$ cat src/rtl/opt_crypt_sequencer.sv
// opt_crypt_sequencer
//   Sequences the byte-wide encrypt/decrypt core. Accepts commands one byte at a time:
//   KEY, MODE, DATA and CLEAR. For each DATA byte it starts one core operation,
//   waits for the core result and presents that result on a valid/ready output.
//
//   Optional build macro: SEQ_TIMEOUT_EN
//     When this macro is defined, a core_done watchdog limits the WAIT state to
//     TIMEOUT_CYC cycles. If the watchdog expires, err[1] is set.
//     When the macro is not defined, WAIT has no time limit and err[1] is always 0.
//
//   Handshakes:
//     - A command transfers on in_valid && in_ready.
//     - A result transfers on out_valid && out_ready.
//     - out_valid and out_data stay stable until the result transfers.
//     - in_ready is high only in IDLE. It is held low while reset is asserted.
//     - core_start is a one-cycle pulse, issued in the ISSUE state.
//     - core_done is sampled only in the WAIT state.
//
//   fsm_state exposes the FSM state for debug and monitoring:
//     0 IDLE, 1 ISSUE, 2 WAIT, 3 OUT.
module opt_crypt_sequencer #(
  parameter int KEY_BYTES   = 4,
  parameter int TIMEOUT_CYC = 15
) (
  input  logic       clk,
  input  logic       rst_n,
  input  logic       in_valid,
  output logic       in_ready,
  input  logic [1:0] in_cmd,
  input  logic [7:0] in_data,
  output logic       core_start,
  output logic [7:0] core_din,
  output logic [7:0] core_key,
  output logic       core_mode,
  input  logic       core_done,
  input  logic [7:0] core_dout,
  output logic       out_valid,
  input  logic       out_ready,
  output logic [7:0] out_data,
  output logic       key_loaded,
  output logic       busy,
  output logic [1:0] err,
  output logic [1:0] fsm_state
);

  localparam int PW = (KEY_BYTES > 1) ? $clog2(KEY_BYTES) : 1;
  localparam logic [PW-1:0] LAST_IDX = PW'(KEY_BYTES - 1);
  localparam logic [3:0] TLIMIT = 4'(TIMEOUT_CYC - 1);

  localparam logic [1:0] CMD_DATA  = 2'b00;
  localparam logic [1:0] CMD_KEY   = 2'b01;
  localparam logic [1:0] CMD_MODE  = 2'b10;
  localparam logic [1:0] CMD_CLEAR = 2'b11;

  typedef enum logic [1:0] {
    S_IDLE  = 2'd0,
    S_ISSUE = 2'd1,
    S_WAIT  = 2'd2,
    S_OUT   = 2'd3
  } state_t;

  state_t state_q, state_d;

  logic [7:0]    key_q [KEY_BYTES];
  logic [PW-1:0] wr_ptr;
  logic [PW-1:0] kidx;
  logic          mode_q;
  logic [1:0]    err_q;
  logic [3:0]    tcnt;

  logic cmd_fire;
  logic data_go;
  logic data_nokey;
  logic done_ok;
  logic timeout_en;
  logic timeout_hit;

`ifdef SEQ_TIMEOUT_EN
  assign timeout_en = 1'b1;
`else
  assign timeout_en = 1'b0;
`endif

  assign in_ready    = (state_q == S_IDLE) && rst_n;
  assign cmd_fire    = in_valid && in_ready;
  assign data_go     = cmd_fire && (in_cmd == CMD_DATA) && key_loaded;
  assign data_nokey  = cmd_fire && (in_cmd == CMD_DATA) && !key_loaded;
  assign done_ok     = (state_q == S_WAIT) && core_done;
  // A core_done that arrives in the limit cycle takes priority over the timeout.
  assign timeout_hit = timeout_en && (state_q == S_WAIT) && !core_done && (tcnt == TLIMIT);

  assign core_start = (state_q == S_ISSUE);
  assign core_mode  = mode_q;
  assign busy       = (state_q != S_IDLE);
  assign err        = err_q;
  assign fsm_state  = state_q;

  // State register.
  always_ff @(posedge clk or negedge rst_n) begin
    if (!rst_n) state_q <= S_IDLE;
    else        state_q <= state_d;
  end

  // Next-state logic.
  always_comb begin
    state_d = state_q;
    case (state_q)
      S_IDLE:  if (data_go) state_d = S_ISSUE;
      S_ISSUE: state_d = S_WAIT;
      S_WAIT: begin
        if (core_done)        state_d = S_OUT;
        else if (timeout_hit) state_d = S_IDLE;
      end
      S_OUT:   if (out_ready) state_d = S_IDLE;
      default: state_d = S_IDLE;
    endcase
  end

  // Key storage and key write pointer. KEY commands write here; CLEAR wipes it.
  always_ff @(posedge clk or negedge rst_n) begin
    if (!rst_n) begin
      for (int i = 0; i < KEY_BYTES; i++) key_q[i] <= 8'h00;
      wr_ptr     <= '0;
      key_loaded <= 1'b0;
    end else if (cmd_fire && in_cmd == CMD_CLEAR) begin
      for (int i = 0; i < KEY_BYTES; i++) key_q[i] <= 8'h00;
      wr_ptr     <= '0;
      key_loaded <= 1'b0;
    end else if (cmd_fire && in_cmd == CMD_KEY) begin
      key_q[wr_ptr] <= in_data;
      if (wr_ptr == LAST_IDX) begin
        wr_ptr     <= '0;
        key_loaded <= 1'b1;
      end else begin
        wr_ptr <= wr_ptr + PW'(1);
      end
    end
  end

  // Rotating key index. It advances only after a completed core operation.
  always_ff @(posedge clk or negedge rst_n) begin
    if (!rst_n) begin
      kidx <= '0;
    end else if (cmd_fire && (in_cmd == CMD_CLEAR || in_cmd == CMD_MODE)) begin
      kidx <= '0;
    end else if (done_ok) begin
      kidx <= (kidx == LAST_IDX) ? '0 : kidx + PW'(1);
    end
  end

  // Mode register. CLEAR does not change it.
  always_ff @(posedge clk or negedge rst_n) begin
    if (!rst_n)                              mode_q <= 1'b0;
    else if (cmd_fire && in_cmd == CMD_MODE) mode_q <= in_data[0];
  end

  // Core operands, latched when DATA is accepted.
  // They stay stable through ISSUE and WAIT.
  always_ff @(posedge clk or negedge rst_n) begin
    if (!rst_n) begin
      core_din <= 8'h00;
      core_key <= 8'h00;
    end else if (data_go) begin
      core_din <= in_data;
      core_key <= key_q[kidx];
    end
  end

  // Result holding register for the valid/ready output port.
  always_ff @(posedge clk or negedge rst_n) begin
    if (!rst_n) begin
      out_valid <= 1'b0;
      out_data  <= 8'h00;
    end else if (done_ok) begin
      out_valid <= 1'b1;
      out_data  <= core_dout;
    end else if (state_q == S_OUT && out_ready) begin
      out_valid <= 1'b0;
    end
  end

  // Sticky error flags. Only CLEAR or reset clears them.
  always_ff @(posedge clk or negedge rst_n) begin
    if (!rst_n) begin
      err_q <= 2'b00;
    end else if (cmd_fire && in_cmd == CMD_CLEAR) begin
      err_q <= 2'b00;
    end else begin
      if (data_nokey)  err_q[0] <= 1'b1;
      if (timeout_hit) err_q[1] <= 1'b1;
    end
  end

  // Watchdog counter. It restarts in ISSUE, so every WAIT begins at 0.
  always_ff @(posedge clk or negedge rst_n) begin
    if (!rst_n)                   tcnt <= 4'd0;
    else if (state_q == S_ISSUE)  tcnt <= 4'd0;
    else if (state_q == S_WAIT)   tcnt <= tcnt + 4'd1;
  end

endmodule

$ cat config.mk
export PLATFORM = sky130hd
export DESIGN_NAME = opt_crypt_sequencer
export DESIGN_NICKNAME = d
export VERILOG_FILES = /design/src/rtl/opt_crypt_sequencer.sv
export SDC_FILE = /design/constraint.sdc
export NUM_CORES = 1
export LEC_CHECK = 0
export CORE_ASPECT_RATIO = 0.75
export CORE_UTILIZATION = 50
export CTS_CLUSTER_DIAMETER = 60
export DETAILED_ROUTE_END_ITERATION = 8
export PLACE_DENSITY_LB_ADDON = 0.05
export SLEW_MARGIN = 10
export SYNTH_ARGS = -nofsm -noshare
export SYNTH_HDL_FRONTEND = slang
export SYNTH_SLANG_ARGS = --single-unit
$ cat constraint.sdc
create_clock -name clk -period 2.1 [get_ports clk]
set_input_delay 0.21 -clock clk [delete_from_list [all_inputs] [get_ports clk]]
set_output_delay 0.21 -clock clk [all_outputs]
set_load 0.005 [all_outputs]
### Word-level counts from Yosys, hierarchy flattened

Index checks and enable logic that the tools add are counted.

* bits in registers: 66
* input bits: 23
* word-level logic and storage cells: 81

* add/subtract/negate cells: 2
* order comparisons: 3
* equal/unequal tests: 11
* muxes and demuxes: 25
* bitwise gates (word level): 2
* reductions and logical operators: 24

Operators by type and width (number)
* $mux W32: 2
* $bwmux W32: 1
* $mux W8: 3
* $mux W2: 9
* $bmux W8 S2: 1
* $demux W8 S2: 1
* $eq A2 B2 Y1 const B: 6
* $logic_and A1 B1 Y1: 12
* $reduce_bool A2 Y1: 6
* $pmux W2 S4: 1
* $mux W1: 7
* $ge A3 B3 Y1 const B: 2
* $ne A2 B2 Y1 const B: 3
* $not A2 Y3: 2
* $add A2 B1 Y2 const B: 2
* $eq A2 B1 Y1 const B: 2
* $logic_not A2 Y1: 2
* $lt A3 B1 Y1 const B: 1
* $reduce_and A3 Y1: 1
* $reduce_and A2 Y1: 1
* $logic_not A1 Y1: 1
* $logic_or A1 B1 Y1: 1

### Logic depth before layout (Yosys ltp)

Gate-level depths: netlist (run 1).

* depth in word-level cells: 8
* depth in mapped cells: 7
* gate-level depth less buffers: 6

### Worst setup path after synthesis (run 1)

Ideal clock, no wire load.

* path kind: reg2reg
* from: reg state_q[0] (netlist: fsm_state[0])
* to: reg core_din[0]
* setup time: 125 ps
* data arrival time: 1650 ps
* required time: 1975 ps
* slack: 325 ps
* stages on the path, launching flop included: 7
* path buffers: 1
* period minus slack after synthesis: 1775 ps
* cells stage by stage: dfrtp_1 inv_1 ha_1 nand3_2 nor3_4 buf_8 mux2_4

* longest elaborated chain between the ends: 5

Ends and longest elaborated chain
* start, declared: line 62 `state_t state_q, state_d;`
* start signal, assigned: line 101 `else state_q <= state_d;`
* $logic_not A2 Y1: line 84 `assign in_ready = (state_q == S_IDLE) && rst_n;`
* $logic_and A1 B1 Y1: line 84
* $logic_and A1 B1 Y1: line 85 `assign cmd_fire = in_valid && in_ready;`
* $logic_and A1 B1 Y1 (2 in a row): line 86 `assign data_go = cmd_fire && (in_cmd == CMD_DATA) && key_loaded;`
* end signal, assigned: line 164 `core_din <= in_data;`
* end, declared: line 32 `output logic [7:0] core_din,`

No other way between the ends.
A chain may end at the register's enable or synchronous reset.

### Worst setup path in the final report (run 1)

* from: reg state_q[0] (netlist: fsm_state[0])
* to: out in_ready

* longest elaborated chain between the ends: 2

Ends and longest elaborated chain
* $logic_not A2 Y1: line 84
* $logic_and A1 B1 Y1: line 84
* end, declared: line 28 `output logic in_ready,`

No other way between the ends.

==> results.toml, run 1 <==
[status]
status = "complete, no violations"

[clock_tree]
clk_path_buf_depth = 2
clock_latency_ns = 0.34
cts_tree = "built"
cts_setup_buffers = 0
cts.sinks = 66
clockRootBuffer = "clkbuf_8"
clk_pin_slew_ns = 0.07
cts_buffers = 9
htreeDepth = 3

[placed_design]
dp_hpwl_um = 4456
dpl_cell_area_mm2 = 0.003617
placed_cells = 370
io_buffers = 55
routabilityCongestion = 0.8127

[synth]
yosysSeqAreaShare_pct = 55.44
synth-seq-cells = 66
synth_area_per_cell_um2 = 12.31
synth_fp_nets = 275
ys_types = 31
synthArstFlopShare_pct = 100.0
synthDominantCellAreaShare_pct = 55.44
netlist_instances = 242
ys.flop_type = "dfrtp_1"
yosys_warnings = 0
synth_edf_count = 0
synthTopCellsByArea = "dfrtp_1, o21ai_0, mux4_2, mux2_2, mux2_4"
syn-cell-area_mm2 = 0.002979
yosys.area.top_type = "dfrtp_1"

[layout]
final_nets = 340
diodes = 0
drive_gt1_share_pct = 20.51
syn_to_final_growth_pct = 29.23
final_cells = 387
layout_common_cells = "o21ai_0, dfrtp_1, clkdlybuf4s50_1"
finalInstanceArea_mm2 = 0.003850

[min_path]
hold_path_class = "input pin to async pin"

[global_route]
grt.overflow.total = 0
gr-usage-all-layers_pct = 22.92
grt_pass1_wl_um = 10500
grt_max_degree = 58
antenna_found_initial = 0
grt_pass1_vias = 2066

[pwr]
power_w = 0.004697
power.share.clock_pct = 25.1
p_sw_share_pct = 30.02
power.internal_w = 0.003287
p_comb_share_pct = 33.6
p_per_area_mw_per_mm2 = 1220
p_sw_w = 0.001410
leakage_nw = 1.707
irDropWorstVdd_mv = 0.6359
power_frac_seq_pct = 41.3

[floorplan]
core-area_mm2 = 0.005525
fp.dieW_um = 91.13
rows = 23
die_h_um = 68.85
dieArea_mm2 = 0.006274
start_util_pct = 53.92
ioPinCount = 57

[timing]
fin_skew_ns = 0.007376
tns_ns = 0
worst_pin_slew_ns = 0.6979
fin_crit_ns = 1.972
hold_viol = 0
slew_headroom_pct = 53.47
fin_crit_sh_pct = 93.89
rsz0062_at_grt = "no"
max_freq_mhz = 507.2
finalSetupViolations = 0
final_max_slew_viol_count = 0

[route]
drt_iter0_drc = 171
drt_wl_total_um = 6488
drc = 0
viasPerCell = 5.525
antenna_left = 0
dr.pass1.iters = 4
num_vias = 2138
wire_per_inst_um = 16.76

[setup_path]
crit_chain = "inv_1 > ha_2 > and2_1 > clkdlybuf4s50_1"
cp_slowest_stage_delay_ns = 0.49
critical_path_class = "flip-flop to output pin"
path_max_fanout = 5
rrSetupSlack_ns = 0.19
critPathLaunchType = "flip-flop"
worst-endpoint-arrival_ns = 1.76
worst_path_max_delay_cell = "clkdlybuf4s50_1"
required_ns = 1.89
crit_path_end_kind = "output pin"

[job]
max_cap_viol_count = 0
[critical path, delay by kind of cell, from the launching register on]
| kind | cells | cell delay [ns] |
|---|---|---|
| and+or+nand+nor | 1 | 0.13 |
| DFF | 1 | 0.41 |
| buffers and inverters | 2 | 0.64 |
| adders and majority gates | 1 | 0.24 |
[cell type report]
type,instances,area (um2)
fillers,435,1675
inverters,7,26.28
multi-input cells,159,1244
clock buffers,11,141.4
well taps,75,93.84
repair buffers,64,615.6
flip-flops and latches,66,1652
clock inverters,5,77.57
[Yosys cell counts (all sizes together) (2+ instances only)]
cell type   n
nor2        7
nor3        3
dfrtp      66
nand2b      6
clkbuf      5
a21oi       4
buf         5
and2        3
ha         10
mux2       26
nand2      15
o21ai      68
nand3       2
inv         7
mux4        8
[layer usage]
metal  vias up  wire [um]  share of wire (%)  GRT usage (%)
met5         -          0                  0              0
met2        76       2928                 45          35.61
met1      1069       3068                 47          31.67
met4         0         26               0.40          5.357
met3         4        465                7.2          7.675
li1        989          -                  -              -
[flip-flops by register name, summed over array words and instances (netlist names)]
signal	flops
core_din	8
core_key	8
core_mode	1
err	1
fsm_state	2
key_loaded	1
key_q	32
kidx	2
out_data	8
out_valid	1
wr_ptr	2
[through the flow]
stage	setup slack [ns]	utilization, %	hold WS [ns]
6_report	0.1283	69.68	0.3069
5_1_grt	0.03177	69.68	0.3038
4_1_cts	0.08505	69.61	0.2914
3_5_place_dp	0.1439	65.47	0.1269
3_3_place_gp	0.2511	65.47	0.1213
2_1_floorplan	0.3250	-	-0.08559
[repair_timing]
item | CTS | global route
endpoints found under the hold margin | 9 | 0
setup endpoints to repair | 0 | 14
gates resized for setup | 0 | 2
hold buffers | 1 | 0
[path summary, 6_finish.rpt]
path	start	end	depth (start not counted)
setup / recovery	fsm_state[0]	in_ready	4
hold / removal	rst_n	core_din[4]	2
setup reg to reg	fsm_state[0]	key_q[29]	7
hold reg to reg	out_valid	out_valid	2
max in group asynchronous	rst_n	key_q[16]	3
min in group clk	core_dout[5]	out_data[5]	2
[cells by family (layout without fill, tap and decap cells)]
logic type	count (synthesis)	in the layout	synth area share [%]
DFF	66	66	55.44
other	1	1	0.1259
AOI/OAI and AO/OA	73	73	12.56
and+or+nand+nor	40	40	7.267
adders and majority gates	10	10	4.200
buffers and inverters	17	87	2.940
muxes	35	35	17.47
[power by group through the flow]
stage | Combinational, W | Clock (W) | Sequential, W
floorplan | 0.000884 | 0 | 0.00189
global placement | 0.00155 | 0 | 0.00194
detailed placement | 0.00158 | 0 | 0.00195
CTS | 0.00160 | 0.00119 | 0.00194
global route | 0.00174 | 0.00125 | 0.00199
finish | 0.00158 | 0.00118 | 0.00194
Power figures use the tool's default switching activity.
==> run 2, diff against run 1 <==
CAP_MARGIN = 10   (was unset)
CORE_ASPECT_RATIO = unset   (was 0.75)
==> run 2 against run 1 <==
Net effect: via count increased by 0.65%; count of clock-buffer cells in the layout increased by 1; register-to-register slack improved by 0.12 ns; critical path depth unchanged; critical path type unchanged; largest cell class unchanged.
==> results.toml, run 2 (synthesized netlist as in run 1, its figures left out) <==
[status]
status = "complete, no violations"

[clock_tree]
cts.sinks = 66
clock_latency_ns = 0.34
cts_setup_buffers = 0
htreeDepth = 3
clk_pin_slew_ns = 0.07
cts_tree = "built"
clk_path_buf_depth = 2
clockRootBuffer = "clkbuf_8"
cts_buffers = 9

[layout]
final_cells = 387
layout_common_cells = "o21ai_0, dfrtp_1, clkdlybuf4s50_1"
largest_reg_flops = 32
seq_area_mm2 = 0.001652
final_util_pct = 68.74
final_nets = 344
diodes = 0
drive_gt1_share_pct = 20.95
multi_input_area_mm2 = 0.001244
nFillCells = 458
syn_to_final_growth_pct = 29.40
regMostFlops = "key_q"

[global_route]
grtUsageMet2_pct = 34.91
global_route.usage.met1_pct = 32.28
grtUsageMet3_pct = 7.126
grt_pass1_wl_um = 10690
gr-usage-all-layers_pct = 23.17
grt_max_degree = 33
antenna_found_initial = 0
busiest_layer = "met2"
grt_pass1_vias = 2139
grt.overflow.total = 0

[setup_path]
required_ns = 1.89
worst_path_max_delay_cell = "clkdlybuf4s50_1"
path_max_fanout = 5
worst-endpoint-arrival_ns = 1.75
crit_path_end_kind = "output pin"
critical_path_class = "flip-flop to output pin"
crit_chain = "inv_1 > ha_2 > and2_1 > clkdlybuf4s50_1"
critPathLaunchType = "flip-flop"
cp_slowest_stage_delay_ns = 0.49

[placed_design]
dp_hpwl_um = 4340
routabilityCongestion = 0.7667
placed_cells = 371
io_buffers = 55

[floorplan]
die_h_um = 79.19
dieArea_mm2 = 0.006271
start_util_pct = 53.12
core-area_mm2 = 0.005608
rows = 27
fp.dieW_um = 79.19
ioPinCount = 57

[timing]
tns_ns = 0
worst_pin_slew_ns = 0.5938
final_max_slew_viol_count = 0
finalSetupViolations = 0
max_freq_mhz = 509.6
fin_crit_ns = 1.962
rsz0062_at_grt = "no"
hold_viol = 0
fin_skew_ns = 0.006301
slew_headroom_pct = 60.26
fin_crit_sh_pct = 93.44

[pwr]
p_per_area_mw_per_mm2 = 1185
irDropWorstVdd_mv = 0.6877
leakage_nw = 1.716

[route]
drc = 0
antenna_left = 0
viasPerCell = 5.561
dr.pass1.iters = 4
num_vias = 2152
drt_wl_total_um = 6385
wire_per_inst_um = 16.50
drt_iter0_drc = 111

[job]
max_cap_viol_count = 0

[min_path]
hold_path_class = "input pin to async pin"
==> run 2: changes by cell type in the layout (fill, tap and decap cells not counted) <==
cell / before / now
buf_4: 8 / 11
clkinvlp_4: 1 / 0
clkbuf_1: 1 / 2
buf_12: 0 / 1
bufinv_16: 2 / 1
==> run 2: cell type report <==
type / instances / share of cell area (%)
Clock inverter: 3 / 1.039
Inverter: 7 / 0.6816
Tap cell: 72 / 2.337
Timing Repair Buffer: 68 / 17.07
Sequential cell: 66 / 42.84
Clock buffer: 12 / 3.765
Multi-Input combinational cell: 159 / 32.26
==> run 2: final timing paths <==
| path | start | endpoint | slack [ns] | cells after the start |
|---|---|---|---|---|
| setup / recovery | fsm_state[1] | in_ready | 0.14 | 4 |
| hold reg to reg | out_valid | out_valid | 0.47 | 2 |
| hold / removal | rst_n | key_q[17] | 0.43 | 3 |
| max in group asynchronous | rst_n | key_q[21] | 1.27 | 3 |
| setup reg to reg | fsm_state[1] | key_q[4] | 0.31 | 6 |
| min in group clk | out_valid | out_valid | 0.47 | 2 |
==> run 2: per-layer routing <==
metal  share of wire, %  vias to the layer above
met4                1.3                        0
met1                 45                     1076
met5                  0                        -
met3                6.1                        8
met2                 47                       65
li1                   -                     1003
==> run 2: through the flow <==
step	power [W]	cell area [um2]	setup slack [ns]	hold slack, ns
floorplan	0.002773	2979	0.3250	-0.08559
global placement	0.003520	3656	0.3093	0.2672
detailed placement	0.003565	3656	0.1827	0.2615
CTS	0.004604	3851	0.09254	0.4385
global route	0.004874	3855	0.03138	0.4631
finish	0.004569	3855	0.1377	0.4313
==> run 2: power breakdown <==
group	total (W)	internal [W]	switching (W)
Clock	0.00102	0.000571	0.000453
Sequential	0.00193	0.00168	0.000250
Combinational	0.00162	0.000935	0.000685
Total	0.00457	0.00318	0.00139
==> run 2: what timing repair did <==
item	in CTS	in global routing
endpoints found under the hold margin	34	0
gates resized for setup	0	2
hold buffers	1	0
endpoints found under the setup margin	0	28
==> run 2: worst max-delay path: cells and delay by family (launching register included) <==
| family | cells | cell delay, ns |
|---|---|---|
| adders and majority gates | 1 | 0.24 |
| and+or+nand+nor | 1 | 0.13 |
| DFF | 1 | 0.43 |
| buffers and inverters | 2 | 0.62 |
==> run 3, diff against run 2 <==
CORE_UTILIZATION = 30   (was 50)
==> run 3 against run 2 <==
Net effect: wire length increased by 15%; first-iteration DRC count decreased by 27%; sequential power about the same; global-route usage decreased by 7.4 points; largest power group unchanged; design area increased by 2.1%.
==> results.toml, run 3 (synthesized netlist as in run 1, its figures left out) <==
[pwr]
power.internal_w = 0.003184
p_comb_share_pct = 35.0
p_sw_w = 0.001473
p_per_area_mw_per_mm2 = 1184
power.share.clock_pct = 23.8
power_w = 0.004657
power_frac_seq_pct = 41.2
irDropWorstVdd_mv = 0.4601
leakage_nw = 1.716
p_sw_share_pct = 31.63

[route]
dr.pass1.iters = 4
wire_per_inst_um = 16.46
num_vias = 2103
antenna_left = 0
drt_wl_total_um = 7357
viasPerCell = 4.705
drt_iter0_drc = 81
drc = 0

[placed_design]
routabilityCongestion = 0.7054
dp_hpwl_um = 4688
io_buffers = 55
dpl_cell_area_mm2 = 0.003717

[setup_path]
worst_path_max_delay_cell = "clkdlybuf4s50_1"
cp_slowest_stage_delay_ns = 0.49
path_max_fanout = 5
crit_path_end_kind = "output pin"
worst-endpoint-arrival_ns = 1.78
critPathLaunchType = "flip-flop"
path_delay_family = "buffers and inverters"
required_ns = 1.89
critical_path_class = "flip-flop to output pin"
critPathBufInv = 2
crit_chain = "inv_1 > ha_2 > and2_1 > clkdlybuf4s50_1"

[global_route]
grtUsageMet3_pct = 3.244
grt_pass1_wl_um = 11870
busiest_layer = "met1"
global_route.usage.met1_pct = 23.16
antenna_found_initial = 0
grt_pass1_vias = 2174
grt.overflow.total = 0
grtUsageMet2_pct = 22.30
grt_max_degree = 50
gr-usage-all-layers_pct = 15.75

[layout]
largest_reg_flops = 32
syn_to_final_growth_pct = 32.09
finalInstanceArea_mm2 = 0.003935
diodes = 0
drive_gt1_share_pct = 21.34
regMostFlops = "key_q"
layout_common_cells = "o21ai_0, dfrtp_1, clkdlybuf4s50_1"
final_nets = 342

[timing]
finalSetupViolations = 0
final_max_slew_viol_count = 0
worst_pin_slew_ns = 0.6593
fin_crit_sh_pct = 94.53
rsz0062_at_grt = "no"
slew_headroom_pct = 56.05
tns_ns = 0
max_freq_mhz = 503.7
hold_viol = 0
fin_skew_ns = 0.01385
fin_crit_ns = 1.985

[clock_tree]
clockRootBuffer = "clkbuf_8"
clock_latency_ns = 0.35
cts_setup_buffers = 0
clk_path_buf_depth = 2
htreeDepth = 3
clk_pin_slew_ns = 0.07
cts.sinks = 66
cts_buffers = 9
cts_tree = "built"

[job]
max_cap_viol_count = 0

[floorplan]
rows = 36
start_util_pct = 30.76
die_h_um = 101.7
fp.dieW_um = 101.7
ioPinCount = 57
core-area_mm2 = 0.009684
dieArea_mm2 = 0.01033

[status]
status = "complete, no violations"

[min_path]
hold_path_class = "input pin to async pin"
## run 3: path summary, 6_finish.rpt
path	from	to	slack (ns)	depth (start not counted)
hold reg to reg	out_valid	out_valid	0.49	2
hold / removal	rst_n	err[0]	0.23	2
setup / recovery	fsm_state[0]	in_ready	0.11	4
max in group asynchronous	rst_n	kidx[0]	0.99	3
setup reg to reg	fsm_state[0]	key_q[30]	0.29	6
min in group clk	core_dout[2]	out_data[2]	0.47	2
## run 3: power by group through the flow
stage / combinational [W] / sequential, W / clock, W
detailed placement: 0.00165 / 0.00195 / 0
finish: 0.00163 / 0.00192 / 0.00111
global route: 0.00179 / 0.00197 / 0.00120
CTS: 0.00166 / 0.00193 / 0.00115
floorplan: 0.000884 / 0.00189 / 0
global placement: 0.00165 / 0.00194 / 0
## run 3: timing repair
action	in CTS	in global routing
gates resized for setup	0	2
hold endpoints to repair	17	0
endpoints found under the setup margin	0	33
hold buffers	1	0
## run 3: per-layer routing
layer	up-vias	share of wire (%)
li1	993	-
met3	7	3.0
met5	-	0
met2	41	43
met1	1062	53
met4	0	1.3
## run 3: final cells by class
| type | count | area (um2) |
|---|---|---|
| fillers | 968 | 5749 |
| flip-flops and latches | 66 | 1652 |
| clock buffers | 10 | 137.6 |
| repair buffers | 66 | 643.1 |
| clock inverters | 6 | 66.31 |
| multi-input cells | 159 | 1244 |
| inverters | 7 | 26.28 |
| well taps | 133 | 166.4 |
## run 3: through the flow
| step | util, % | instances | hold WS (ns) | worst slack (ns) |
|---|---|---|---|---|
| finish | 40.63 | 447 | 0.2290 | 0.1148 |
| floorplan | - | 242 | -0.08559 | 0.3250 |
| global route | 40.63 | 447 | 0.2474 | 0.03015 |
| CTS | 40.59 | 447 | 0.2269 | 0.05459 |
| global placement | 38.39 | 430 | 0.05636 | 0.1340 |
| detailed placement | 38.39 | 430 | 0.04897 | 0.06666 |
